## src/rtl/sr_ctrl_pkg.sv

```systemverilog
// Shared definitions for the SR latch bank controller.
//   state_t : controller FSM states (ST_CHECK exists only with SR_READBACK_EN)
//   OP_SET / OP_CLR : command encodings carried on reqN_op
// Optional feature macro: SR_READBACK_EN.
package sr_ctrl_pkg;

  typedef enum logic [2:0] {
    ST_IDLE,
    ST_SETUP,
    ST_PULSE,
    ST_HOLD
`ifdef SR_READBACK_EN
    , ST_CHECK
`endif
  } state_t;

  localparam logic OP_SET = 1'b1;
  localparam logic OP_CLR = 1'b0;

endpackage

```

## src/rtl/sr_latch_bank_ctrl_if.sv

```systemverilog
// Command interface between two requesters and the SR latch bank controller.
//   reqN_valid : requester N has a command
//   reqN_op    : 1 = set latch, 0 = clear latch
//   reqN_idx   : target latch index
//   reqN_ready : command accepted this cycle (combinational from the controller)
// Modports: master (requester side), slave (controller side).
interface sr_latch_bank_ctrl_if #(
  parameter int N_LATCH = 8
);
  localparam int IDX_W = $clog2(N_LATCH);

  logic             req0_valid;
  logic             req0_op;
  logic [IDX_W-1:0] req0_idx;
  logic             req0_ready;
  logic             req1_valid;
  logic             req1_op;
  logic [IDX_W-1:0] req1_idx;
  logic             req1_ready;

  modport master (
    output req0_valid, req0_op, req0_idx, req1_valid, req1_op, req1_idx,
    input  req0_ready, req1_ready
  );

  modport slave (
    input  req0_valid, req0_op, req0_idx, req1_valid, req1_op, req1_idx,
    output req0_ready, req1_ready
  );
endinterface

```

## src/rtl/sr_rr_arb.sv

```systemverilog
// Two-requester round-robin arbiter with a 1-bit priority pointer.
//   clk, rst : clock, asynchronous active-high reset
//   en       : arbitration allowed (controller idle)
//   valid0/1 : requests
//   ready0/1 : acceptance, at most one high, combinational
//   grant    : index of the winning requester
// A lone request always wins; on a tie the pointer side wins. After every
// acceptance the pointer moves to the other side, so a held request waits at
// most one command slot.
module sr_rr_arb (
  input  logic clk,
  input  logic rst,
  input  logic en,
  input  logic valid0,
  input  logic valid1,
  output logic ready0,
  output logic ready1,
  output logic grant
);
  logic ptr_q;
  logic accept;

  assign grant  = (valid0 && valid1) ? ptr_q : valid1;
  assign ready0 = en && valid0 && !grant;
  assign ready1 = en && valid1 && grant;
  assign accept = ready0 || ready1;

  // NOTE: state registers use non-blocking assignments so every flop samples
  // the pre-edge values regardless of process evaluation order.
  always_ff @(posedge clk or posedge rst) begin
    if (rst) begin
      ptr_q <= 1'b0;
    end else if (accept) begin
      ptr_q <= !grant;
    end
  end
endmodule

```

## src/rtl/sr_latch_bank_ctrl.sv

```systemverilog
// Controller for a bank of N_LATCH external gated SR latches.
//   clk, rst  : clock, asynchronous active-high reset
//   req       : two-requester command interface (slave modport)
//   latch_en  : per-latch enable, one-hot during PULSE, zero otherwise
//   latch_s/r : shared S and R lines, driven for the whole command
//   latch_q   : latch outputs, read back only with SR_READBACK_EN
//   busy      : high whenever the FSM is not IDLE
//   done      : one-cycle pulse in the final cycle of a command
//   err       : sticky readback mismatch flag (0 without SR_READBACK_EN)
// Command sequence: IDLE (accept) -> SETUP -> PULSE x PULSE_CYC -> HOLD
// [-> CHECK]. SETUP and HOLD are guard cycles so the enable only moves while
// S/R are stable. Optional feature macro: SR_READBACK_EN.
module sr_latch_bank_ctrl
  import sr_ctrl_pkg::*;
#(
  parameter int N_LATCH   = 8,
  parameter int PULSE_CYC = 2
) (
  input  logic               clk,
  input  logic               rst,
  sr_latch_bank_ctrl_if.slave req,
  output logic [N_LATCH-1:0] latch_en,
  output logic               latch_s,
  output logic               latch_r,
  input  logic [N_LATCH-1:0] latch_q,
  output logic               busy,
  output logic               done,
  output logic               err
);
  localparam int IDX_W = $clog2(N_LATCH);
  localparam int CNT_W = $clog2(PULSE_CYC + 1);

  state_t           state_q, state_d;
  logic             op_q;
  logic [IDX_W-1:0] idx_q;
  logic [CNT_W-1:0] cnt_q;
  logic             idle;
  logic             grant;
  logic             accept;

  assign idle   = (state_q == ST_IDLE);
  assign accept = req.req0_ready || req.req1_ready;

  sr_rr_arb u_arb (
    .clk    (clk),
    .rst    (rst),
    .en     (idle),
    .valid0 (req.req0_valid),
    .valid1 (req.req1_valid),
    .ready0 (req.req0_ready),
    .ready1 (req.req1_ready),
    .grant  (grant)
  );

  always_ff @(posedge clk or posedge rst) begin
    if (rst) begin
      state_q <= ST_IDLE;
    end else begin
      state_q <= state_d;
    end
  end

  // Command capture and pulse down-counter. The counter is loaded in SETUP so
  // PULSE lasts exactly PULSE_CYC cycles, leaving on the cycle it reads zero.
  always_ff @(posedge clk or posedge rst) begin
    if (rst) begin
      op_q  <= OP_CLR;
      idx_q <= '0;
      cnt_q <= '0;
    end else begin
      if (accept) begin
        op_q  <= grant ? req.req1_op  : req.req0_op;
        idx_q <= grant ? req.req1_idx : req.req0_idx;
      end
      if (state_q == ST_SETUP) begin
        cnt_q <= CNT_W'(PULSE_CYC - 1);
      end else if (state_q == ST_PULSE && cnt_q != '0) begin
        cnt_q <= cnt_q - CNT_W'(1);
      end
    end
  end

  // NOTE: every signal assigned in an always_comb gets a default on entry;
  // a path that leaves one unassigned would infer a latch.
  always_comb begin
    state_d = state_q;
    unique case (state_q)
      ST_IDLE:  if (accept) state_d = ST_SETUP;
      ST_SETUP: state_d = ST_PULSE;
      ST_PULSE: if (cnt_q == '0) state_d = ST_HOLD;
`ifdef SR_READBACK_EN
      ST_HOLD:  state_d = ST_CHECK;
      ST_CHECK: state_d = ST_IDLE;
`else
      ST_HOLD:  state_d = ST_IDLE;
`endif
      default:  state_d = ST_IDLE;
    endcase
  end

  // Outputs decode from registered state only, so reset clears them at once.
  always_comb begin
    latch_en = '0;
    if (state_q == ST_PULSE) latch_en[idx_q] = 1'b1;
  end

  assign busy    = !idle;
  assign latch_s = busy && (op_q == OP_SET);
  assign latch_r = busy && (op_q == OP_CLR);

`ifdef SR_READBACK_EN
  logic err_q;

  assign done = (state_q == ST_CHECK);
  assign err  = err_q;

  always_ff @(posedge clk or posedge rst) begin
    if (rst) begin
      err_q <= 1'b0;
    end else if (state_q == ST_CHECK && latch_q[idx_q] != op_q) begin
      err_q <= 1'b1;
    end
  end
`else
  logic unused_latch_q;

  assign done           = (state_q == ST_HOLD);
  assign err            = 1'b0;
  assign unused_latch_q = ^latch_q;
`endif
endmodule
```

## src/flat_wrapper.sv

```systemverilog
// flat-port wrapper written by rule: the top's interface ports become plain ports
module sr_latch_bank_ctrl_flat import sr_ctrl_pkg::*;
#(
  parameter int N_LATCH   = 8,
  parameter int PULSE_CYC = 2
)
  (clk, rst, latch_en, latch_s, latch_r, latch_q, busy, done, err, req_req0_valid, req_req0_op, req_req0_idx, req_req1_valid, req_req1_op, req_req1_idx, req_req0_ready, req_req1_ready);
  sr_latch_bank_ctrl_if #(.N_LATCH(N_LATCH)) req_i ();
  input  logic clk;
  input  logic rst;
  output logic [N_LATCH-1:0] latch_en;
  output logic latch_s;
  output logic latch_r;
  input  logic [N_LATCH-1:0] latch_q;
  output logic busy;
  output logic done;
  output logic err;
  input wire logic [$bits(req_i.req0_valid)-1:0] req_req0_valid;
  input wire logic [$bits(req_i.req0_op)-1:0] req_req0_op;
  input wire logic [$bits(req_i.req0_idx)-1:0] req_req0_idx;
  input wire logic [$bits(req_i.req1_valid)-1:0] req_req1_valid;
  input wire logic [$bits(req_i.req1_op)-1:0] req_req1_op;
  input wire logic [$bits(req_i.req1_idx)-1:0] req_req1_idx;
  output wire logic [$bits(req_i.req0_ready)-1:0] req_req0_ready;
  output wire logic [$bits(req_i.req1_ready)-1:0] req_req1_ready;
  assign req_i.req0_valid = req_req0_valid;
  assign req_i.req0_op = req_req0_op;
  assign req_i.req0_idx = req_req0_idx;
  assign req_i.req1_valid = req_req1_valid;
  assign req_i.req1_op = req_req1_op;
  assign req_i.req1_idx = req_req1_idx;
  assign req_req0_ready = req_i.req0_ready;
  assign req_req1_ready = req_i.req1_ready;
  sr_latch_bank_ctrl #(.N_LATCH(N_LATCH), .PULSE_CYC(PULSE_CYC)) u_core (.clk(clk), .rst(rst), .req(req_i), .latch_en(latch_en), .latch_s(latch_s), .latch_r(latch_r), .latch_q(latch_q), .busy(busy), .done(done), .err(err));
endmodule
```

## config.mk

```make
export PLATFORM = sky130hd
export DESIGN_NAME = sr_latch_bank_ctrl_flat
export DESIGN_NICKNAME = d
export VERILOG_FILES = /design/src/rtl/sr_ctrl_pkg.sv /design/src/rtl/sr_latch_bank_ctrl_if.sv /design/src/rtl/sr_rr_arb.sv /design/src/rtl/sr_latch_bank_ctrl.sv /design/src/flat_wrapper.sv
export SDC_FILE = /design/constraint.sdc
export NUM_CORES = 1
export LEC_CHECK = 0
export ABC_AREA = 1
export BUFFER_PORTS_ARGS = -buffer_cell sky130_fd_sc_hd__buf_2
export CORE_MARGIN = 4
export CORE_UTILIZATION = 44
export DETAILED_ROUTE_END_ITERATION = 12
export PLACE_DENSITY = 0.78
export SYNTH_ARGS = -nofsm -noshare
export SYNTH_HDL_FRONTEND = slang
export SYNTH_HIERARCHICAL = 1
export SYNTH_SLANG_ARGS = --single-unit
```

## constraint.sdc

```tcl
create_clock -name clk -period 2.35 [get_ports clk]
set_clock_uncertainty 0.2 [all_clocks]
set_input_delay 0.1175 -clock clk [delete_from_list [all_inputs] [get_ports clk]]
set_output_delay 0.1175 -clock clk [all_outputs]
set_load 0.03 [all_outputs]
```

==> results.json, run 1 <==
{
  "crit_fanout": 9,
  "clock_path_buffers": 2,
  "worstSetupEndpoint": "u_core/idx_q[2]",
  "p_per_area_nw_per_um2": 1230,
  "slowest_delay_ns": 0.62,
  "ios": 35,
  "path_cells": "dlygate4sd3_1, buf_2, a21boi_2, nand2_1, o21ai_0, dlygate4sd3_1, nand2_1, nand2_1",
  "ant_nets": 0,
  "initial_core_util": 0.497,
  "cts_buffers": 3,
  "antenna_found_initial": 0,
  "critPathLaunchType": "input port",
  "syn_area_um2": 687,
  "slew_viol_final": 0,
  "max-cap-violations": 0,
  "rrSetupSlack_ns": 0.38,
  "syn-num-nets": 128,
  "crit_top_cell": "nand2_1",
  "drc": 0,
  "seqCellArea_um2": 225,
  "clkTransAtPathRegs_ns": 0.06,
  "yosysSeqAreaShare": 0.328,
  "min_path_type": "in2async",
  "crit_arrival_ns": 2.10,
  "grt_pass1_vias": 708,
  "hold_viol_final": 0,
  "synth_cell_type_count": 16,
  "finalCriticalPeriod_ns": 2.11,
  "slowest_stage": "dlygate4sd3_1",
  "postLayoutCellArea_um2": 960,
  "grt_max_degree": 10,
  "cts_tree": "done",
  "core-area_um2": 1380,
  "antenna_cells": 0,
  "cp.required_ns": 2.34,
  "num_rows": 13,
  "syn_inst": 101,
  "htree_levels": 1,
  "wire_per_inst_um": 10.9,
  "cts_resized": 0,
  "gp_congestion": 0.689,
  "grt_pass1_wl_um": 2980,
  "p_leak_uw": 0.000593,
  "clk_latency_ns": 0.25,
  "max_freq_mhz": 473,
  "cts.sinks": 9,
  "port_buffers": 25,
  "drive_gt1_frac": 0.250,
  "clockRootBuffer": "clkbuf_4",
  "crit-reg2reg-launch": "u_core/u_arb/ptr_q",
  "rsz0062_at_grt": "no",
  "setup_violations": 0,
  "die_y_um": 47.5,
  "end_kind": "register",
  "drt_wl_total_um": 1690,
  "die_area_um2": 2260,
  "track_usage": 0.193,
  "multi_input_comb_area_um2": 375,
  "ir_drop_v": 0.000767,
  "setup_tns_ns": 0,
  "fin_nets": 168,
  "num_vias": 714,
  "ys_seq_elements": 9,
  "avgSynthCellArea_um2": 6.80,
  "nFillCells": 115,
  "dpl.hpwl_um": 1130,
  "status": "finished, final reports clean",
  "crit_type": "in2reg",
  "reg2reg_to": "u_core/idx_q[2]",
  "crit_start": "req_req1_valid",
  "grt_overflow_total": 0,
  "reg2regPathDepth": 7,
  "post-route-period-util": 0.899,
  "syn_to_final_growth_pct": 39.7,
  "drt_first_pass_iters": 3,
  "dpl_cell_area_um2": 823,
  "yosys_warnings": 6,
  "first_iter_violations": 2,
  "die_x_um": 47.5,
  "viasPerCell": 4.61
}
worst max-delay path: cells and delay by family:
| kind | cells | cell delay (ns) |
|---|---|---|
| AO/OA/AOI/OAI | 2 | 0.48 |
| buffers and inverters | 3 | 1.25 |
| AND/OR/NAND/NOR | 3 | 0.25 |
worst min path at each step:
stage          slack (ns)  cells past startpoint                 end
6_report             0.04                      3  u_core/u_arb/ptr_q
4_1_cts              0.03                      3  u_core/u_arb/ptr_q
3_3_place_gp        -0.24                      2  u_core/u_arb/ptr_q
2_1_floorplan       -0.35                      1  u_core/u_arb/ptr_q
3_5_place_dp        -0.24                      2  u_core/u_arb/ptr_q
5_1_grt              0.05                      3  u_core/u_arb/ptr_q
final cells by class:
type	instances	area share
Multi-Input combinational cell	70	0.391
Timing Repair Buffer	36	0.245
Sequential cell	9	0.235
Inverter	21	0.0821
Clock buffer	4	0.0274
Tap cell	15	0.0196
report_power, final:
| group | internal (uW) | switching, uW | total (uW) |
|---|---|---|---|
| registers | 234 | 59.0 | 293 |
| clock network | 65.1 | 48.9 | 114 |
| logic | 270 | 500 | 771 |
| total | 569 | 608 | 1180 |
synth_stat cells (all sizes together):
library cell	n	area share
a21boi	1	0.016
buf	1	0.011
or2	1	0.0091
dfrtp	9	0.33
ha	7	0.13
inv	21	0.11
conb	1	0.0055
nand3	3	0.029
nor2	13	0.082
o21ai	6	0.044
nand2	38	0.23
state kept, by name, indices dropped and copies added, names as in the netlist:
signal and cells:
u_core/state_q 2, u_core/u_arb/ptr_q 1, u_core/op_q 1, u_core/cnt_q 2
u_core/idx_q 3
cell families (layout without fill, tap and decap cells):
logic type | count (synthesis) | in the layout | synth area share
and+or+nand+nor | 55 | 55 | 0.353
AOI/OAI and AO/OA | 7 | 7 | 0.0601
DFF | 9 | 9 | 0.328
adders and majority gates | 7 | 7 | 0.127
other | 1 | 1 | 0.00546
buffers and inverters | 22 | 61 | 0.126
placed cells by master (no fill, tap or decap), drive strengths merged, types with 3 or more instances in the layout:
master / Yosys / layout
nor2: 13 / 13
buf: 1 / 25
inv: 21 / 21
ha: 7 / 7
dfrtp: 9 / 9
dlygate4sd3: 0 / 11
clkbuf: 0 / 4
o21ai: 6 / 6
nand3: 3 / 3
nand2: 38 / 38
stage by stage:
step / utilization / hold WS (ns) / power [uW] / setup slack [ns] / cells
floorplan: - / -0.354 / 853 / 0.302 / 101
CTS: 0.694 / 0.0332 / 1180 / 0.324 / 155
global route: 0.694 / 0.0481 / 1300 / 0.181 / 155
finish: 0.694 / 0.0431 / 1180 / 0.237 / 155
detailed placement: 0.595 / -0.235 / 1020 / 0.524 / 140
global placement: 0.595 / -0.240 / 988 / 0.570 / 140
layer usage:
metal,global-route usage,wire length (um)
met5,0,0
met4,0.122,54
met3,0.0338,75
met2,0.337,878
met1,0.214,686
timing repair:
item / 4_1_cts / 5_1_grt
setup endpoints to repair: 0 / 0
hold buffers: 11 / 0
buffers inserted: 0 / 0
endpoints found under the hold margin: 14 / 0
(Power assumes the default switching activity.)
==> run 2: changes to the inputs <==
--- a/config.mk
+++ b/config.mk
@@ -7,7 +7,7 @@
 export LEC_CHECK = 0
 export ABC_AREA = 1
 export BUFFER_PORTS_ARGS = -buffer_cell sky130_fd_sc_hd__buf_2
-export CORE_MARGIN = 4
+export CORE_MARGIN = 2
 export CORE_UTILIZATION = 44
 export DETAILED_ROUTE_END_ITERATION = 12
 export PLACE_DENSITY = 0.78
==> constraint.sdc (replaced) <==
create_clock -name clk -period 1.97 [get_ports clk]
set_clock_uncertainty 0.2 [all_clocks]
set_input_delay 0.0985 -clock clk [delete_from_list [all_inputs] [get_ports clk]]
set_output_delay 0.0985 -clock clk [all_outputs]
set_load 0.03 [all_outputs]
==> run 2 against run 1 <==
Net effect: sequential share of layout area down 0.54 points; combinational power up 21%; register-to-register slack worse by 0.19 ns; clock power up 19%; largest cell class unchanged; highest routed layer unchanged; critical path type is now reg2out.
==> results.json, run 2 (synthesized netlist as in run 1, its figures left out) <==
{
  "crit_type": "reg2out",
  "grt_pass1_wl_um": 2330,
  "ant_nets": 0,
  "crit_arrival_ns": 1.64,
  "numPlacedInstances": 141,
  "setup_tns_ns": 0,
  "cp.required_ns": 1.67,
  "cts_buffers": 3,
  "worst-path-stages": 5,
  "end_kind": "output port",
  "path_cells": "inv_1, ha_2, nand2_1, nor2_2, buf_2",
  "crit_fanout": 5,
  "top_register": "u_core/idx_q",
  "reg2reg_to": "u_core/idx_q[1]",
  "layout_commonest_cell": "nand2_1",
  "ios": 35,
  "ir_drop_v": 0.000830,
  "track_usage": 0.162,
  "num_vias": 746,
  "dpl.hpwl_um": 1040,
  "syn_to_final_growth_pct": 43.0,
  "slowest_stage": "dfrtp_1",
  "mostFrequentLayoutCells": "35 x nand2_1, 25 x buf_2, 20 x inv_1",
  "wire_per_inst_um": 11.0,
  "port_buffers": 25,
  "die_x_um": 43.5,
  "max-cap-violations": 0,
  "top_regs": "u_core/idx_q (3), u_core/cnt_q (2), u_core/state_q (2)",
  "grt_max_degree": 10,
  "post-route-period-util": 0.985,
  "cts.sinks": 9,
  "cts_tree": "done",
  "drt_first_pass_iters": 4,
  "gp_congestion": 0.734,
  "rrSetupSlack_ns": 0.19,
  "viasPerCell": 4.75,
  "finalCriticalPeriod_ns": 1.94,
  "min_path_type": "in2async",
  "crit_start": "u_core/state_q[0]",
  "max_freq_mhz": 515,
  "clock_path_buffers": 2,
  "setup_violations": 0,
  "fin_nets": 169,
  "final_cells": 157,
  "core-area_um2": 1490,
  "hold_viol_final": 0,
  "critPathLaunchType": "register",
  "crit_buf_inv": 2,
  "antenna_found_initial": 0,
  "p_per_area_nw_per_um2": 1450,
  "crit-reg2reg-launch": "u_core/state_q[0]",
  "cp_top_family": "flip-flops",
  "worstSetupEndpoint": "req_req0_ready",
  "grt_pass1_vias": 602,
  "status": "finished, final reports clean",
  "grt_overflow_total": 0,
  "antenna_cells": 0,
  "htree_levels": 1,
  "slowest_delay_ns": 0.42,
  "die_y_um": 43.5,
  "slew_viol_final": 0,
  "p_leak_uw": 0.000600,
  "total_power_uw": 1420,
  "die_area_um2": 1890,
  "reg2regPathDepth": 8,
  "clk_latency_ns": 0.25,
  "clkTransAtPathRegs_ns": 0.06,
  "first_iter_violations": 26,
  "clockRootBuffer": "clkbuf_4",
  "num_rows": 14,
  "largest_reg_flops": 3,
  "final_core_util": 0.660,
  "drc": 0,
  "initial_core_util": 0.461,
  "drt_wl_total_um": 1730,
  "drive_gt1_frac": 0.277
}
-- run 2: cell count changes in the layout (fill, tap and decap cells not counted), sizes merged --
cell         change
a21boi           +1
buf              +1
dlygate4sd3      -1
-- run 2: worst min-delay path: stages --
cell           delay (ns)
dlygate4sd3_1        0.53
buf_2                0.13
inv_1                0.05
-- run 2: layout make-up --
type	instances	area [um^2]
Timing Repair Buffer	36	233
Clock buffer	4	26.3
Sequential cell	9	225
Tap cell	16	20.0
Inverter	21	78.8
Fill cell	130	507
Multi-Input combinational cell	71	399
-- run 2: per-stage QoR --
stage / instance area (um^2) / hold WS, ns / setup WS, ns
after floorplan: 689 / -0.373 / 0.102
after global placement: 827 / -0.257 / 0.244
after detailed placement: 827 / -0.252 / 0.203
after CTS: 953 / 0.00323 / 0.00106
after global routing: 982 / 0.0371 / -0.0213
final: 982 / 0.0362 / 0.0296
-- run 2: where the power goes --
part | leakage, uW | total, uW | switching [uW] | internal, uW
Sequential | 0.000110 | 352 | 72.8 | 279
Combinational | 0.000476 | 935 | 614 | 321
Clock | 0.0000150 | 136 | 58.3 | 77.7
Total | 0.000600 | 1420 | 745 | 677
-- run 2: worst min-delay path by stage --
stage / from / to / slack (ns) / cells after the start
floorplan: rst / u_core/u_arb/ptr_q / -0.37 / 1
global placement: rst / u_core/u_arb/ptr_q / -0.26 / 2
detailed placement: rst / u_core/u_arb/ptr_q / -0.25 / 2
CTS: req_req0_valid / u_core/u_arb/ptr_q / 0.003 / 5
global route: rst / u_core/u_arb/ptr_q / 0.04 / 3
finish: rst / u_core/u_arb/ptr_q / 0.04 / 3
-- run 2: layer usage --
| layer | part of all wire | up-vias | wire length, um | global-route usage |
|---|---|---|---|---|
| li1 | - | 375 | - | - |
| met1 | 0.41 | 344 | 711 | 0.179 |
| met2 | 0.53 | 25 | 921 | 0.310 |
| met3 | 0.045 | 2 | 78 | 0.0125 |
| met4 | 0.0081 | 0 | 14 | 0.0727 |
| met5 | 0 | - | 0 | 0 |
-- run 2: timing repair --
item                                    in CTS  in global routing
hold endpoints to repair                    14                  0
hold buffers                                10                  0
endpoints found under the setup margin       0                  5
resized for setup                            0                  2
buffers inserted                             0                  1
==> run 3: changes to the inputs <==
--- a/config.mk
+++ b/config.mk
@@ -11,6 +11,7 @@
 export CORE_UTILIZATION = 44
 export DETAILED_ROUTE_END_ITERATION = 12
 export PLACE_DENSITY = 0.78
+export SETUP_SLACK_MARGIN = 0.05
 export SYNTH_ARGS = -nofsm -noshare
 export SYNTH_HDL_FRONTEND = slang
 export SYNTH_HIERARCHICAL = 1
==> run 3 against run 2 <==
Net effect: clock power is essentially flat; routed wire length decreased by 6.7%; die area unchanged; non-clock buffer count shrank 1; total power decreased by 0.88%; flip-flop and latch count unchanged; worst hold slack lost 0.0070 ns; combinational power shrank 2%; sequential power about the same; critical endpoint is now u_core/idx_q[2].
==> results.json, run 3 (synthesized netlist as in run 1, its figures left out) <==
{
  "grt_max_degree": 10,
  "dpl.hpwl_um": 1040,
  "p_clk_frac": 0.097,
  "p_switching_uw": 735,
  "crit_arrival_ns": 1.78,
  "final_core_util": 0.655,
  "clockRootBuffer": "clkbuf_4",
  "clock_path_buffers": 2,
  "fin_nets": 167,
  "drc": 0,
  "die_area_um2": 1890,
  "track_usage": 0.174,
  "critPathLaunchType": "input port",
  "ir_drop_v": 0.000824,
  "setup_tns_ns": 0,
  "cts_tree": "done",
  "crit_buf_inv": 3,
  "syn_to_final_growth_pct": 42.1,
  "rsz0062_at_grt": "yes",
  "hold_viol_final": 0,
  "num_vias": 722,
  "postLayoutCellArea_um2": 976,
  "viasPerCell": 4.66,
  "dpl_cell_area_um2": 827,
  "slowest_delay_ns": 0.56,
  "die_y_um": 43.5,
  "grt_overflow_total": 0,
  "crit_type": "in2reg",
  "ant_nets": 0,
  "total_power_uw": 1410,
  "nFillCells": 131,
  "finalCriticalPeriod_ns": 1.83,
  "clkTransAtPathRegs_ns": 0.06,
  "gp_congestion": 0.734,
  "path_cells": "dlygate4sd3_1, buf_2, a21boi_4, o21ai_0, dlygate4sd3_1, nand2_1, nand2_1",
  "end_kind": "register",
  "swShare": 0.521,
  "core-area_um2": 1490,
  "top_register": "u_core/idx_q",
  "ios": 35,
  "multi_input_comb_area_um2": 398,
  "die_x_um": 43.5,
  "num_rows": 14,
  "seqCellArea_um2": 225,
  "port_buffers": 25,
  "antenna_cells": 0,
  "min_path_type": "in2async",
  "drive_gt1_frac": 0.273,
  "power_frac_comb": 0.652,
  "htree_levels": 1,
  "cts.sinks": 9,
  "p_int_uw": 675,
  "setup_violations": 0,
  "grt_pass1_vias": 618,
  "p_per_area_nw_per_um2": 1440,
  "cts_buffers": 3,
  "status": "finished, final reports clean",
  "p_leak_uw": 0.000591,
  "drt_wl_total_um": 1610,
  "max_freq_mhz": 545,
  "pwr-share-seq": 0.251,
  "grt_pass1_wl_um": 2470,
  "slew_viol_final": 0,
  "crit_fanout": 9,
  "fin_worst_hold_slack_ns": 0.0292,
  "top_regs": "u_core/idx_q (3), u_core/cnt_q (2), u_core/state_q (2)",
  "drt_first_pass_iters": 5,
  "mostFrequentLayoutCells": "35 x nand2_1, 24 x buf_2, 19 x inv_1",
  "cp.required_ns": 1.92,
  "post-route-period-util": 0.931,
  "clk_latency_ns": 0.25,
  "antenna_found_initial": 0,
  "cp_top_family": "buffers and inverters",
  "initial_core_util": 0.461,
  "largest_reg_flops": 3,
  "slowest_stage": "dlygate4sd3_1",
  "layout_commonest_cell": "nand2_1",
  "max-cap-violations": 0,
  "wire_per_inst_um": 10.4,
  "first_iter_violations": 16
}
run 3: cell count changes in the layout (fill, tap and decap cells not counted):
| cell | change |
|---|---|
| inv_1 | -1 |
| a21boi_2 | -1 |
| ha_4 | +1 |
| ha_2 | -1 |
| clkbuf_4 | +1 |
| buf_2 | -1 |
| inv_2 | +1 |
| buf_4 | -1 |
run 3: final cells by class:
class / instances / share of cell area
Multi-Input combinational cell: 70 / 0.408
Timing Repair Buffer: 35 / 0.233
Sequential cell: 9 / 0.231
Inverter: 21 / 0.0808
Clock buffer: 4 / 0.0269
Tap cell: 16 / 0.0205
run 3: routing by layer:
metal,share of wire,GRT usage,vias up
li1,-,-,370
met1,0.41,0.198,327
met2,0.54,0.331,25
met3,0.047,0.0125,0
met4,0,0.0727,0
met5,0,0,-
run 3: through the flow:
| step | instances | worst slack (ns) |
|---|---|---|
| after global routing | 155 | 0.0278 |
| after detailed placement | 141 | 0.203 |
| after CTS | 155 | 0.0660 |
| final | 155 | 0.135 |
| after floorplan | 101 | 0.102 |
| after global placement | 141 | 0.244 |
run 3: repair_timing:
item	CTS	global route
hold buffers	10	0
gates resized for setup	1	4
endpoints found under the setup margin	1	2
endpoints found under the hold margin	14	0
setup buffers	0	0
run 3: path summary, 6_finish.rpt:
path / to / start / cells after the start / slack, ns
max: u_core/idx_q[2] / req_req1_valid / 7 / 0.14
min: u_core/u_arb/ptr_q / rst / 3 / 0.03
max reg2reg: u_core/idx_q[2] / u_core/u_arb/ptr_q / 6 / 0.26
min reg2reg: u_core/cnt_q[0] / u_core/cnt_q[0] / 2 / 0.29
max in group asynchronous: u_core/state_q[0] / rst / 3 / 1.20
min in group clk: u_core/u_arb/ptr_q / req_req0_valid / 5 / 0.03
run 3: worst register-to-register path, cell delays in order, from the launching register on:
cell,delay (ns)
dfrtp_1,0.34
inv_2,0.05
a21boi_4,0.24
o21ai_0,0.12
dlygate4sd3_1,0.56
nand2_1,0.06
nand2_1,0.04
run 3: power by group through the flow:
stage	logic, uW	clock network [uW]	registers [uW]
after global placement	827	0	348
after global routing	1020	150	364
after floorplan	685	0	335
after detailed placement	852	0	349
after CTS	884	142	349
final	919	137	353
